**src/rtl/btn_pkg.sv**
```systemverilog
// ============================================================================
// btn_pkg : shared state encoding and counter-width helpers for the buttons.
// Rev 1.0
// ============================================================================
`default_nettype none

package btn_pkg;

  localparam int BTN_STATE_W = 2;

  typedef enum logic [BTN_STATE_W-1:0] {
    IDLE        = 2'd0,
    DEB_PRESS   = 2'd1,
    HELD        = 2'd2,
    DEB_RELEASE = 2'd3
  } btn_state_e;

  // Bits needed to hold values 0..n inclusive, never less than one.
  function automatic int cnt_width(input int n);
    return (n < 1) ? 1 : $clog2(n + 1);
  endfunction

  function automatic int max_int(input int a, input int b);
    return (a > b) ? a : b;
  endfunction

endpackage

`default_nettype wire

```
**src/rtl/btn_channel.sv**
```systemverilog
// ============================================================================
// btn_channel : one debounce FSM with registered press strobe and level.
// Rev 1.0 -- auto-repeat counter present only with BTN_AUTOREPEAT_EN.
// ============================================================================
`default_nettype none

module btn_channel
  import btn_pkg::*;
#(
  parameter int DEB_TICKS     = 4,
  parameter int REPEAT_DELAY  = 100,
  parameter int REPEAT_PERIOD = 20
) (
  input  logic clk,
  input  logic rst_n,
  input  logic i_tick,
  input  logic i_sync,
  output logic o_pulse,
  output logic o_level
);

  localparam int c_cnt_w = cnt_width(DEB_TICKS);

  btn_state_e         r_state;
  btn_state_e         w_state_nxt;
  logic [c_cnt_w-1:0] r_cnt;
  logic [c_cnt_w-1:0] w_cnt_nxt;
  logic [c_cnt_w-1:0] w_cnt_inc;
  logic               w_accept;
  logic               w_rep_pulse;
  logic               r_pulse;
  logic               r_level;

  assign w_cnt_inc = r_cnt + 1'b1;

  always_comb begin
    w_state_nxt = r_state;
    w_cnt_nxt   = r_cnt;
    w_accept    = 1'b0;
    case (r_state)
      IDLE: begin
        if (i_sync) begin
          w_state_nxt = DEB_PRESS;
          w_cnt_nxt   = '0;
        end
      end
      DEB_PRESS: begin
        // A bounce takes priority over a coincident tick.
        if (!i_sync) begin
          w_state_nxt = IDLE;
        end else if (i_tick) begin
          if (w_cnt_inc == c_cnt_w'(DEB_TICKS)) begin
            w_state_nxt = HELD;
            w_cnt_nxt   = '0;
            w_accept    = 1'b1;
          end else begin
            w_cnt_nxt = w_cnt_inc;
          end
        end
      end
      HELD: begin
        if (!i_sync) begin
          w_state_nxt = DEB_RELEASE;
          w_cnt_nxt   = '0;
        end
      end
      DEB_RELEASE: begin
        if (i_sync) begin
          w_state_nxt = HELD;
        end else if (i_tick) begin
          if (w_cnt_inc == c_cnt_w'(DEB_TICKS)) begin
            w_state_nxt = IDLE;
            w_cnt_nxt   = '0;
          end else begin
            w_cnt_nxt = w_cnt_inc;
          end
        end
      end
      default: begin
        w_state_nxt = IDLE;
        w_cnt_nxt   = '0;
      end
    endcase
  end

`ifdef BTN_AUTOREPEAT_EN
  localparam int c_rep_w = cnt_width(max_int(REPEAT_DELAY, REPEAT_PERIOD));

  logic [c_rep_w-1:0] r_rep_cnt;
  logic               r_rep_armed;
  logic [c_rep_w-1:0] w_rep_inc;
  logic [c_rep_w-1:0] w_rep_target;
  logic               w_rep_live;

  assign w_rep_inc    = r_rep_cnt + 1'b1;
  assign w_rep_target = r_rep_armed ? c_rep_w'(REPEAT_PERIOD) : c_rep_w'(REPEAT_DELAY);
  assign w_rep_live   = (r_state == HELD) && i_sync;
  assign w_rep_pulse  = w_rep_live && i_tick && (w_rep_inc == w_rep_target);

  // First target is the initial delay; once it fires, the period takes over.
  always_ff @(posedge clk or negedge rst_n) begin
    if (!rst_n) begin
      r_rep_cnt   <= '0;
      r_rep_armed <= 1'b0;
    end else if (!w_rep_live) begin
      r_rep_cnt   <= '0;
      r_rep_armed <= 1'b0;
    end else if (i_tick) begin
      if (w_rep_pulse) begin
        r_rep_cnt   <= '0;
        r_rep_armed <= 1'b1;
      end else begin
        r_rep_cnt <= w_rep_inc;
      end
    end
  end
`else
  assign w_rep_pulse = 1'b0;
`endif

  always_ff @(posedge clk or negedge rst_n) begin
    if (!rst_n) begin
      r_state <= IDLE;
      r_cnt   <= '0;
      r_pulse <= 1'b0;
      r_level <= 1'b0;
    end else begin
      r_state <= w_state_nxt;
      r_cnt   <= w_cnt_nxt;
      r_pulse <= w_accept | w_rep_pulse;
      r_level <= (w_state_nxt == HELD) || (w_state_nxt == DEB_RELEASE);
    end
  end

  assign o_pulse = r_pulse;
  assign o_level = r_level;

endmodule

`default_nettype wire

```
**src/rtl/button_conditioner.sv**
```systemverilog
// ============================================================================
// button_conditioner : 2-flop sync, shared sample-tick prescaler, N channels.
// Rev 1.0 -- define BTN_AUTOREPEAT_EN to enable held-button auto-repeat.
// ============================================================================
`default_nettype none

module button_conditioner
  import btn_pkg::*;
#(
  parameter int N_BTN         = 5,
  parameter int TICK_DIV      = 157500,
  parameter int DEB_TICKS     = 4,
  parameter int REPEAT_DELAY  = 100,
  parameter int REPEAT_PERIOD = 20
) (
  input  logic             video_clk,
  input  logic             reset_n,
  input  logic [N_BTN-1:0] btn_raw,
  output logic [N_BTN-1:0] press_pulse,
  output logic [N_BTN-1:0] btn_level
);

  localparam int c_pre_w = cnt_width(TICK_DIV - 1);

  logic [N_BTN-1:0]   r_sync1;
  logic [N_BTN-1:0]   r_sync2;
  logic [c_pre_w-1:0] r_pre;
  logic               w_tick;

  always_ff @(posedge video_clk or negedge reset_n) begin
    if (!reset_n) begin
      r_sync1 <= '0;
      r_sync2 <= '0;
    end else begin
      r_sync1 <= btn_raw;
      r_sync2 <= r_sync1;
    end
  end

  assign w_tick = (r_pre == c_pre_w'(TICK_DIV - 1));

  always_ff @(posedge video_clk or negedge reset_n) begin
    if (!reset_n) begin
      r_pre <= '0;
    end else if (w_tick) begin
      r_pre <= '0;
    end else begin
      r_pre <= r_pre + 1'b1;
    end
  end

  for (genvar g = 0; g < N_BTN; g++) begin : g_chan
    btn_channel #(
      .DEB_TICKS    (DEB_TICKS),
      .REPEAT_DELAY (REPEAT_DELAY),
      .REPEAT_PERIOD(REPEAT_PERIOD)
    ) u_chan (
      .clk    (video_clk),
      .rst_n  (reset_n),
      .i_tick (w_tick),
      .i_sync (r_sync2[g]),
      .o_pulse(press_pulse[g]),
      .o_level(btn_level[g])
    );
  end

endmodule

`default_nettype wire

```
**config.mk**
```make
export PLATFORM = sky130hd
export DESIGN_NAME = button_conditioner
export DESIGN_NICKNAME = d
export VERILOG_FILES = /design/src/rtl/btn_pkg.sv /design/src/rtl/btn_channel.sv /design/src/rtl/button_conditioner.sv
export SDC_FILE = /design/constraint.sdc
export NUM_CORES = 1
export LEC_CHECK = 0
export BUFFER_PORTS_ARGS = -buffer_cell sky130_fd_sc_hd__buf_4
export CORE_ASPECT_RATIO = 0.75
export CORE_MARGIN = 2
export CORE_UTILIZATION = 50
export CTS_CLUSTER_SIZE = 25
export DETAILED_ROUTE_END_ITERATION = 8
export PLACE_DENSITY = 0.67
export SYNTH_ARGS = -nofsm -noshare
export SYNTH_HDL_FRONTEND = slang
export SYNTH_SLANG_ARGS = --single-unit
```
**constraint.sdc**
```tcl
create_clock -name video_clk -period 3.5 [get_ports video_clk]
set_input_delay 0.35 -clock video_clk [delete_from_list [all_inputs] [get_ports video_clk]]
set_output_delay 0.35 -clock video_clk [all_outputs]
set_load 0.01 [all_outputs]
```
== Yosys cells after proc, flatten, opt, wreduce, memory -nomap -nowiden ==
Index checks and enable logic that the tools add are counted.

* Input port bits: 7
* Register bits after elaboration: 63
* Output and inout port bits: 10
* Logic and storage cells: 196

* Reduce and logical (&&, ||, !) cells: 15
* Eq/ne operators: 51
* Mux-type cells: 101
* Add/subtract/negate cells: 6

{| class="wikitable"
|+ Operators with widths
! cell !! count
|-
| 2-to-1 mux 3 bit || 30
|-
| 2-to-1 mux 2 bit || 40
|-
| case mux 3 bit (4 select lines) || 5
|-
| equality test 2 bit, second input constant || 20
|-
| != test 2 bit, second input constant || 20
|-
| case mux 2 bit (4 select lines) || 5
|-
| 2-to-1 mux 1 bit || 20
|-
| AND reduction 4 bit || 5
|-
| adder 18 x 1 -> 18 bit, second input constant || 1
|-
| equality test 18 bit, second input constant || 1
|-
| 2-to-1 mux 18 bit || 1
|-
| adder 3 x 1 -> 3 bit, second input constant || 5
|-
| equality test 3 bit, second input constant || 5
|-
| equality test 2 x 1 -> 1 bit, second input constant || 5
|-
| zero test 2 bit || 5
|-
| logical OR 1 bit || 5
|}

== Depth between registers and ports, before layout ==
Gate-level depths: netlist (run 1).

* Word-level depth: 8
* Mapped depth: 8

== By module ==
A second synthesis (run 1) with hierarchy kept.

* Cell total of the unflattened synthesis: 249
* Area total of the unflattened synthesis: 2,997.9 µm²

{| class="wikitable"
|+ Modules (own cells, without submodules)
! module !! area an instance (µm²) !! cells each !! instances
|-
| btn_channel || 371.6 || 31 || 5
|-
| button_conditioner || 1,139.8 || 94 || 1
|}

== Least setup slack after synthesis (run 1) ==
No wires, ideal clock.

* Kind: register to register
* Start point: register r_pre[6]
* End point: register g_chan[1].u_chan.r_cnt[0]
* Cell stages (with the launch flop): 7
* Setup slack: 1.583 ns
* Buffers on the path: 1
* Data required time: 3.379 ns
* Library setup time: 0.121 ns
* Arrival time: 1.796 ns
* Path through: dfrtp_1 > or4_1 > nor2_1 > and4_1 > buf_6 > mux2_1 > a22o_1

* Cells in the longest elaborated chain, start to end: 4
* Elaborated cells between the ends (all ways): 5
* Those cells by class: eq/ne: 1; mux: 4

{| class="wikitable"
|+ RTL lines
! item !! line !! RTL
|-
| from (decl) || button_conditioner.sv:27 || <nowiki>logic [c_pre_w-1:0] r_pre;</nowiki>
|-
| from (signal assigned) || button_conditioner.sv:48 || <nowiki>r_pre <= r_pre + 1'b1;</nowiki>
|-
| equality test 18 bit (*) || button_conditioner.sv:40 || <nowiki>assign w_tick = (r_pre == c_pre_w'(TICK_DIV - 1));</nowiki>
|-
| 2-to-1 mux 3 bit (*) || -- ||
|-
| 2-to-1 mux 3 bit (on tied branches) || -- ||
|-
| case mux 3 bit (4 select lines) (*) || -- ||
|-
| to (signal assigned) || btn_channel.sv:129 || <nowiki>r_cnt <= w_cnt_nxt;</nowiki>
|-
| to (decl) || btn_channel.sv:26 || <nowiki>logic [c_cnt_w-1:0] r_cnt;</nowiki>
|}

Mark *: on every way between the ends. The rest lies on a longest branch, timed or not. The select of a mux whose other input is x is not followed.
A chain may end at the register's enable or synchronous reset.

== Worst setup path after layout (run 1) ==
Same ends and word-level chain as after synthesis.

==> results of run 1 <==
[how the worst min path moves through the flow]
stage | start | end | slack [ns] | cells past startpoint
after global routing | btn_raw[3] | r_sync1[3]$_DFF_PN0_ | 0.09 | 1
after detailed placement | r_sync1[2]$_DFF_PN0_ | r_sync2[2]$_DFF_PN0_ | 0.33 | 0
after floorplan | reset_n | g_chan[0].u_chan.o_level$_DFF_PN0_ | 0.05 | 0
after CTS | btn_raw[3] | r_sync1[3]$_DFF_PN0_ | 0.1 | 1
after global placement | r_sync1[3]$_DFF_PN0_ | r_sync2[3]$_DFF_PN0_ | 0.33 | 0
final | reset_n | g_chan[1].u_chan.r_state[0]$_DFF_PN0_ | 0.08 | 1
[per-layer routing]
| layer | share of wire [%] | track usage, % | vias to the layer above | wire length (microns) |
|---|---|---|---|---|
| met5 | 0 | 0 | - | 0 |
| met4 | 2.0 | 9.804 | 0 | 99 |
| met3 | 4.9 | 6.796 | 11 | 247 |
| met2 | 41 | 24.90 | 39 | 2065 |
| met1 | 52 | 23.48 | 923 | 2601 |
| li1 | - | - | 961 | - |
[power by group through the flow]
stage	Sequential [mW]	Clock [mW]	Combinational, mW
2_1_floorplan	0.746	0	0.00992
3_3_place_gp	0.748	0	0.0315
3_5_place_dp	0.748	0	0.0321
4_1_cts	0.735	0.526	0.0319
5_1_grt	0.736	0.560	0.0356
6_report	0.735	0.502	0.0302
[flip-flops by register name, summed over array words and instances, names as in the netlist]
name and flops:
r_pre 18, g_chan.u_chan.r_cnt 15, g_chan.u_chan.r_state 9, g_chan.u_chan.o_level 5
g_chan.u_chan.o_pulse 5, r_sync1 5, r_sync2 5
[area by class of cell]
class                   instances  area [sq um]
well taps                      78         97.59
clock inverters                 2         10.01
inverters                       2         7.507
multi-input cells             188          1281
clock buffers                  13         138.9
fillers                       510          2551
repair buffers                 17         127.6
flip-flops and latches         62          1551
[metrics by stage]
| step | hold WS, ns | instance area (sq um) | power [mW] | setup slack, ns | std cells |
|---|---|---|---|---|---|
| 2_1_floorplan | 0.05441 | 2945 | 0.7558 | 1.583 | 267 |
| 3_3_place_gp | 0.3315 | 3065 | 0.7793 | 1.411 | 347 |
| 3_5_place_dp | 0.3347 | 3065 | 0.7800 | 1.390 | 347 |
| 4_1_cts | 0.09800 | 3214 | 1.293 | 1.388 | 362 |
| 5_1_grt | 0.09035 | 3214 | 1.332 | 1.193 | 362 |
| 6_report | 0.08196 | 3214 | 1.268 | 1.393 | 362 |
[cell families (layout without fill, tap and decap cells)]
logic type	after synthesis	count (layout)
AO/OA/AOI/OAI	15	15
XOR/XNOR	27	27
adder cells (fa/ha/maj)	11	11
buffers and inverters	17	34
flip-flops	62	62
multiplexers	11	11
AND/OR/NAND/NOR	124	124
[layout by cell type, fill, tap and decap left out, types with 9 or more instances in the layout]
master / count
ha_1: 11
xor2_1: 13
buf_4: 17
nand4_1: 10
nand3_1: 26
dfrtp_1: 62
xnor2_1: 14
nand2_1: 27
clkbuf_8: 9
nor2_1: 25
[critical path: cells and delay by family (launching register included)]
| kind | cells | cell delay [ns] |
|---|---|---|
| mux | 1 | 0.36 |
| simple gates | 3 | 1.05 |
| flops | 1 | 0.42 |
| compound gates | 1 | 0.17 |
==> flow_summary.ini, run 1 <==
[critical_path]
cpPeakStageDelay_ns = 0.52
r2r-end = g_chan[1].u_chan.r_cnt[0]$_DFFE_PN0P_
crit_path_start_kind = flip-flop
cp_cell_sequence = or4_1, nor2_1, and4_1, mux2_1, a22o_1
reg2reg_slack_ns = 1.39
critPathKind = flip-flop to flip-flop
critPathCaptureType = flip-flop
cp.required_ns = 3.73
crit_fanout = 6
arrival_ns = 2.34
cp-endpoint = g_chan[1].u_chan.r_cnt[0]$_DFFE_PN0P_
reg2regPathDepth = 5
critPathSlowestCell = or4_1
setup.worst_path.start = r_pre[6]$_DFF_PN0_
rr_startpoint = r_pre[6]$_DFF_PN0_

[grt]
grt_pass1_vias = 1891
grt_remaining_overflow = 0
grt_max_degree = 63
antenna_found_initial = 0
grt_pass1_wl_mm = 8.735
grtUsageTotal_pct = 17.70

[sta]
setup_viol = 0
slew_headroom_pct = 49.58
fin_worst_skew_ns = 0.01026
fmax_mhz = 474.6
rsz0062_at_grt = false
min_period_over_period_pct = 60.20
tns_ns = 0
hold_viol_final = 0
drv_slew = 0
fin_crit_ns = 2.107
tightest_slew_ns = 0.7563

[hold_path]
hp-class = input pin to async pin

[placement]
portBuffers = 16
hpwl_mm = 3.275
gp_congestion = 0.7935

[routing]
drc_errors = 0
drt-wirelength-per-cell_microns = 13.85
firstDrtPassIters = 4
drtIter0Drc = 152
route.antenna.remaining_nets = 0
vias = 1934
vias_per_cell = 5.343
wirelength_mm = 5.014

[clock_tree]
clockBufferDepth = 2
cts.clk_slew.worst_paths_ns = 0.07
cts.sinks = 62
cts_buffers = 9
cts_resized = 0
cts_tree = built
cts-htree-levels = 3
cts_setup_buffers = 0
clockRootBuffer = clkbuf_8
clk_latency_ns = 0.33
hold_buffers = 0

[logic_synthesis]
syn_avg_cell_area_sq_um = 11.03
ys_warn_count = 0
synthAdderAreaFrac_pct = 4.673
synth_compound_area_share_pct = 3.951
synth-xor-area-share_pct = 8.029
synth_top_flop_cell = dfrtp_1
synth_top_family_by_area = simple AND/OR/NAND/NOR gates
synth_area_sq_mm = 0.002945
synth-simple-area-share_pct = 22.43
yosys-top-cells-area = dfrtp_1 (53%), ha_1 (4.7%), nand3_1 (4.4%), xnor2_1 (4.2%), xor2_1 (3.9%)
synth_top_area_share_pct = 52.68
synth_cell_types = 41
synth.most_common_cell = dfrtp_1
synthCells = 267
synthesis.nets = 285
ys_seq_area_share_pct = 52.68
yosysTopAreaCell = dfrtp_1
synthArstFlopShare_pct = 100.0
synthTopCellsByCount = dfrtp_1 (62), nand2_1 (27), nand3_1 (26)
muxShareOfSynthArea_pct = 4.418
synth-seq-cells = 62
synth_edf_count = 0

[run]
drv_cap = 0

[floorplanning]
core_area_sq_mm = 0.005766
die_w_microns = 92.63
start_util_pct = 51.09
fp.dieArea_sq_mm = 0.006527
io_pins = 17
die_height_microns = 70.47
num_rows = 24

[layout]
final_util_pct = 55.75
finalNetCount = 298
areaGrowthSynthToFinish_pct = 9.133
layout-drive-gt1-share_pct = 13.73
antennaDiodeCount = 0

[power_and_ir_drop]
p_seq_share_pct = 58.0
ir_worst_vdd_mv = 0.2145
p_per_area_mw_per_mm2 = 394.3
comb_power_share_pct = 2.4
leakage_nw = 1.550
swShare_pct = 22.19
p_int_uw = 986.3
clockPowerShare_pct = 39.6
power_switching_uw = 281.2

[status]
status = finished, final reports clean
Note: power is estimated with default switching activity, not from simulation.
==> run 2, diff against run 1 <==
ABC_AREA = 1   (was not set)
clock period = 1.95 ns   (was 3.5 ns; I/O delays follow)
==> run 2 against run 1 <==
Non-clock buffer count increased by 6. Sequential power is 88% higher. Global-route usage rose by 1.8 points. Die area increased by 4.8%. Total power grew 110%. Clock skew down 0.0068 ns. Sequential share of layout area down 3.9 points. Combinational power grew to 4.9 times the previous value. Worst hold slack better by 0.27 ns.
==> flow_summary.ini, run 2 <==
[critical_path]
crit_fanout = 8
path_buf_inv = 1
arrival_ns = 1.90
cp_cell_sequence = ha_1, nand2_1, inv_1, nand2_1, nor2_4, nand2_4, nand2_2, nand2_1, nand2_1, nand2_1
critPathKind = flip-flop to flip-flop
setup.worst_path.start = r_pre[0]$_DFF_PN0_
crit_path_start_kind = flip-flop
critPathSlowestCell = dfrtp_1
path_delay_family = simple AND/OR/NAND/NOR gates
cpPeakStageDelay_ns = 0.37
cp.required_ns = 2.17
crit_top_cell = nand2_1
critPathCaptureType = flip-flop
rr_startpoint = r_pre[0]$_DFF_PN0_

[logic_synthesis]
synthesis.nets = 383
yosys-top-cells-area = dfrtp_1 (50%), nand2_1 (10%), nor2_1 (5.3%), nand3_1 (4.9%), inv_1 (4.7%)
synthArstFlopShare_pct = 100.0
synthCells = 365
synthTopCellsByCount = nand2_1 (86), dfrtp_1 (62), nor2_1 (44)
synth_area_sq_mm = 0.003095
synth_top_area_share_pct = 50.12
synth_top_flop_cell = dfrtp_1
synth_cell_types = 22
syn_avg_cell_area_sq_um = 8.481
yosysTopAreaCell = dfrtp_1
synth-seq-cells = 62
synth_edf_count = 0
ys_seq_area_share_pct = 50.12
synth.most_common_cell = nand2_1
ys_warn_count = 0

[sta]
tightest_slew_ns = 0.7564
hold_viol_final = 0
tns_ns = 0
rsz0062_at_grt = false
drv_slew = 0
fin_crit_ns = 1.677
min_period_over_period_pct = 85.98
setup_ws_ns = 0.2735
setup_viol = 0
slew_headroom_pct = 49.57
whs_ns = 0.3487
fin_worst_skew_ns = 0.003461
fmax_mhz = 596.5

[clock_tree]
hold_buffers = 6
clockRootBuffer = clkbuf_8
clk_latency_ns = 0.33
cts_tree = built
cts-htree-levels = 3
cts.clk_slew.worst_paths_ns = 0.06
cts.sinks = 62
clockBufferDepth = 2
cts_buffers = 9
cts_resized = 0
cts_setup_buffers = 0

[power_and_ir_drop]
clockPowerShare_pct = 43.3
leakage_nw = 1.844
swShare_pct = 21.97
p_per_area_mw_per_mm2 = 767.7
ir_worst_vdd_mv = 0.3982
comb_power_share_pct = 5.5
power_switching_uw = 590.3
p_int_mw = 2.096
power_mw = 2.687
p_seq_share_pct = 51.2

[layout]
final_cell_mix = nand2_1 (86), dfrtp_1 (62), nor2_1 (44)
areaGrowthSynthToFinish_pct = 13.06
top_regs = r_pre (18), g_chan.u_chan.r_cnt (15), g_chan.u_chan.r_state (9)
multiInputGateArea_sq_mm = 0.001300
fillers = 535
finalNonFillerCells = 469
final-seq-area_sq_mm = 0.001551
layout-drive-gt1-share_pct = 13.55
largest_reg_flops = 18
antennaDiodeCount = 0
layout_commonest_cell = nand2_1
top_register = r_pre
finalNetCount = 406

[grt]
grt_max_degree = 63
grt_pass1_wl_mm = 10.14
grtUsageTotal_pct = 19.47
antenna_found_initial = 0
grt_remaining_overflow = 0
grt_pass1_vias = 2298

[floorplanning]
io_pins = 17
die_height_microns = 72.14
num_rows = 24
die_w_microns = 94.86
fp.dieArea_sq_mm = 0.006843
start_util_pct = 52.59
core_area_sq_mm = 0.005886

[routing]
drc_errors = 0
vias = 2376
wirelength_mm = 5.813
drt-wirelength-per-cell_microns = 12.39
vias_per_cell = 5.066
drtIter0Drc = 72
firstDrtPassIters = 5
route.antenna.remaining_nets = 0

[placement]
portBuffers = 16
place_ws_ns = 0.2898
gp_congestion = 0.9043
hpwl_mm = 4.001
dp.cells = 449

[hold_path]
min_from = r_sync1[4]$_DFF_PN0_
hp-class = flip-flop to flip-flop

[status]
status = finished, final reports clean

[run]
drv_cap = 0
[run 2: power groups by stage]
stage	clock [mW]	combinational, mW	sequential [mW]
global placement	0	0.136	1.40
floorplan	0	0.0889	1.39
global route	1.25	0.177	1.38
finish	1.16	0.147	1.38
CTS	1.20	0.150	1.37
detailed placement	0	0.139	1.40
[run 2: through the flow]
stage	area, sq um	util, %
finish	3500	59.46
global route	3500	59.46
CTS	3500	59.46
detailed placement	3238	55.02
global placement	3238	55.02
floorplan	3095	-
[run 2: area by class of cell]
type	instances	share of cell area [%]
repair buffers	23	5.363
inverters	43	4.612
flip-flops and latches	62	44.33
multi-input cells	249	37.15
well taps	78	2.789
clock buffers	10	3.647
clock inverters	4	2.109
[run 2: logic make-up after synthesis]
| kind of cell | share of synthesized area [%] |
|---|---|
| AND/OR/NAND/NOR | 31.65 |
| flip-flops | 50.12 |
| buffers and inverters | 7.882 |
| XOR/XNOR | 4.527 |
| adder cells (fa/ha/maj) | 4.446 |
| AO/OA/AOI/OAI | 1.374 |
[run 2: worst paths after layout]
check	to	slack, ns	cells after the start
hold reg to reg	r_sync2[4]$_DFF_PN0_	0.35	0
setup / recovery	g_chan[4].u_chan.r_cnt[2]$_DFFE_PN0P_	0.27	10
setup reg to reg	g_chan[4].u_chan.r_cnt[2]$_DFFE_PN0P_	0.27	10
hold / removal	r_sync2[4]$_DFF_PN0_	0.35	0
min in group asynchronous	r_pre[16]$_DFF_PN0_	0.48	2
max in group asynchronous	g_chan[4].u_chan.r_cnt[1]$_DFFE_PN0P_	0.98	2
[run 2: per-layer routing]
| layer | vias up | routed length [microns] | part of all wire, % | GRT usage [%] |
|---|---|---|---|---|
| met3 | 11 | 363 | 6.2 | 6.231 |
| li1 | 1207 | - | - | - |
| met1 | 1090 | 2805 | 48 | 25.69 |
| met2 | 68 | 2555 | 44 | 30.02 |
| met5 | - | 0 | 0 | 0 |
| met4 | 0 | 88 | 1.5 | 8.052 |
==> run 3, diff against run 2 <==
PLACE_DENSITY = 0.68   (was 0.67)
==> run 3 against run 2 <==
Critical path depth unchanged. Core utilization up 0.89 points. First-iteration DRC count up 46%. Worst setup slack better by 0.064 ns.
==> flow_summary.ini, run 3 (same netlist as run 2, synthesis figures left out) <==
[floorplanning]
core_area_sq_mm = 0.005886
fp.dieArea_sq_mm = 0.006843
die_w_microns = 94.86
io_pins = 17
die_height_microns = 72.14
start_util_pct = 52.59
num_rows = 24

[critical_path]
path_delay_family = simple AND/OR/NAND/NOR gates
cpPeakStageDelay_ns = 0.37
critPathSlowestCell = dfrtp_1
crit_fanout = 8
critPathCaptureType = flip-flop
cp.required_ns = 2.19
cp-endpoint = g_chan[1].u_chan.r_cnt[2]$_DFFE_PN0P_
crit_path_start_kind = flip-flop
arrival_ns = 1.85
setup.worst_path.start = r_pre[0]$_DFF_PN0_
r2r-end = g_chan[1].u_chan.r_cnt[2]$_DFFE_PN0P_
cp.depth = 10
path_buf_inv = 1
reg2reg_slack_ns = 0.34
reg2regPathDepth = 10
crit_top_cell = nand2_1
cp_cell_sequence = ha_1, nand2_1, inv_1, nand2_1, nor2_4, nand2_4, nand2_2, nand2_1, nand2_1, nand2_1
critPathKind = flip-flop to flip-flop
rr_startpoint = r_pre[0]$_DFF_PN0_

[sta]
slew_headroom_pct = 49.61
setup_viol = 0
tns_ns = 0
fin_crit_ns = 1.613
fin_worst_skew_ns = 0.006676
tightest_slew_ns = 0.7559
fmax_mhz = 620.1
min_period_over_period_pct = 82.70
rsz0062_at_grt = false
drv_slew = 0
hold_viol_final = 0

[layout]
antennaDiodeCount = 0
finalNetCount = 407
top_register = r_pre
largest_reg_flops = 18
final_util_pct = 60.35
layout_commonest_cell = nand2_1
top_regs = r_pre (18), g_chan.u_chan.r_cnt (15), g_chan.u_chan.r_state (9)
final_cell_mix = nand2_1 (86), dfrtp_1 (62), nor2_1 (44)
areaGrowthSynthToFinish_pct = 14.75
layout-drive-gt1-share_pct = 14.47

[grt]
antenna_found_initial = 0
grt_pass1_vias = 2288
grt_pass1_wl_mm = 10.20
grt_remaining_overflow = 0
grt_max_degree = 63
grtUsageTotal_pct = 19.67

[routing]
vias = 2366
drtIter0Drc = 105
route.antenna.remaining_nets = 0
firstDrtPassIters = 4
drt-wirelength-per-cell_microns = 12.43
wirelength_mm = 5.865
drc_errors = 0
vias_per_cell = 5.013

[power_and_ir_drop]
p_per_area_mw_per_mm2 = 816.8
ir_worst_vdd_mv = 0.4395
leakage_nw = 1.873
power_mw = 2.902

[placement]
portBuffers = 16
hpwl_mm = 4.139
gp_congestion = 0.8111

[clock_tree]
cts-htree-levels = 3
cts_resized = 0
cts_tree = built
cts.clk_slew.worst_paths_ns = 0.07
cts_buffers = 9
clk_latency_ns = 0.35
cts.sinks = 62
clockBufferDepth = 2
clockRootBuffer = clkbuf_8

[hold_path]
hp-class = flip-flop to flip-flop

[status]
status = finished, final reports clean

[run]
drv_cap = 0
-- run 3: cell types whose count changed in the layout (fill, tap and decap cells not counted) --
cell and change:
buf_4 +1, bufinv_16 +1, clkbuf_1 -1, clkbuf_8 +1
clkinv_2 +1
-- run 3: how the worst min path moves through the flow --
| stage | startpoint | depth (start not counted) | end |
|---|---|---|---|
| 2_1_floorplan | reset_n | 0 | g_chan[0].u_chan.o_level$_DFF_PN0_ |
| 3_3_place_gp | btn_raw[3] | 1 | r_sync1[3]$_DFF_PN0_ |
| 3_5_place_dp | btn_raw[0] | 1 | r_sync1[0]$_DFF_PN0_ |
| 4_1_cts | r_sync1[0]$_DFF_PN0_ | 0 | r_sync2[0]$_DFF_PN0_ |
| 5_1_grt | r_sync1[1]$_DFF_PN0_ | 0 | r_sync2[1]$_DFF_PN0_ |
| 6_report | r_sync1[0]$_DFF_PN0_ | 0 | r_sync2[0]$_DFF_PN0_ |
-- run 3: routing by layer --
| metal | wire, microns | vias to the layer above | track usage [%] |
|---|---|---|---|
| met5 | 0 | - | 0 |
| met4 | 106 | 0 | 7.407 |
| met3 | 329 | 12 | 7.373 |
| met2 | 2560 | 52 | 28.61 |
| met1 | 2868 | 1107 | 27.00 |
| li1 | - | 1195 | - |
-- run 3: what timing repair did --
item / CTS / global route
setup buffers: 0 / 0
hold buffers: 6 / 0
endpoints found under the hold margin: 67 / 0
-- run 3: metrics by stage --
| step | hold slack (ns) | instance area (sq um) | std cells | setup WS, ns |
|---|---|---|---|---|
| final | 0.3486 | 3552 | 472 | 0.3374 |
| after global routing | 0.3549 | 3552 | 472 | 0.1897 |
| after CTS | 0.3500 | 3552 | 472 | 0.3255 |
| after detailed placement | 0.3056 | 3246 | 450 | 0.3363 |
| after global placement | 0.3042 | 3246 | 450 | 0.3758 |
| after floorplan | -0.1006 | 3095 | 365 | 0.5266 |
-- run 3: final cells by class --
| cell class | instances | area [sq um] |
|---|---|---|
| clock inverters | 6 | 108.9 |
| inverters | 43 | 161.4 |
| flip-flops and latches | 62 | 1551 |
| well taps | 78 | 97.59 |
| fillers | 516 | 2333 |
| repair buffers | 24 | 195.2 |
| clock buffers | 10 | 137.6 |
| multi-input cells | 249 | 1300 |
-- run 3: where the power goes --
part	leakage [nW]	internal (mW)	switching (mW)
sequential	0.809	1.33	0.0429
clock	0.126	0.881	0.499
combinational	0.938	0.0620	0.0875
total	1.87	2.27	0.629
-- run 3: worst reg2reg max path: stages (launching register included) --
cell and delay [ns]:
dfrtp_1 0.37, ha_1 0.20, nand2_1 0.11, inv_1 0.09
nand2_1 0.10, nor2_4 0.18, nand2_4 0.13, nand2_2 0.12
nand2_1 0.09, nand2_1 0.08, nand2_1 0.05
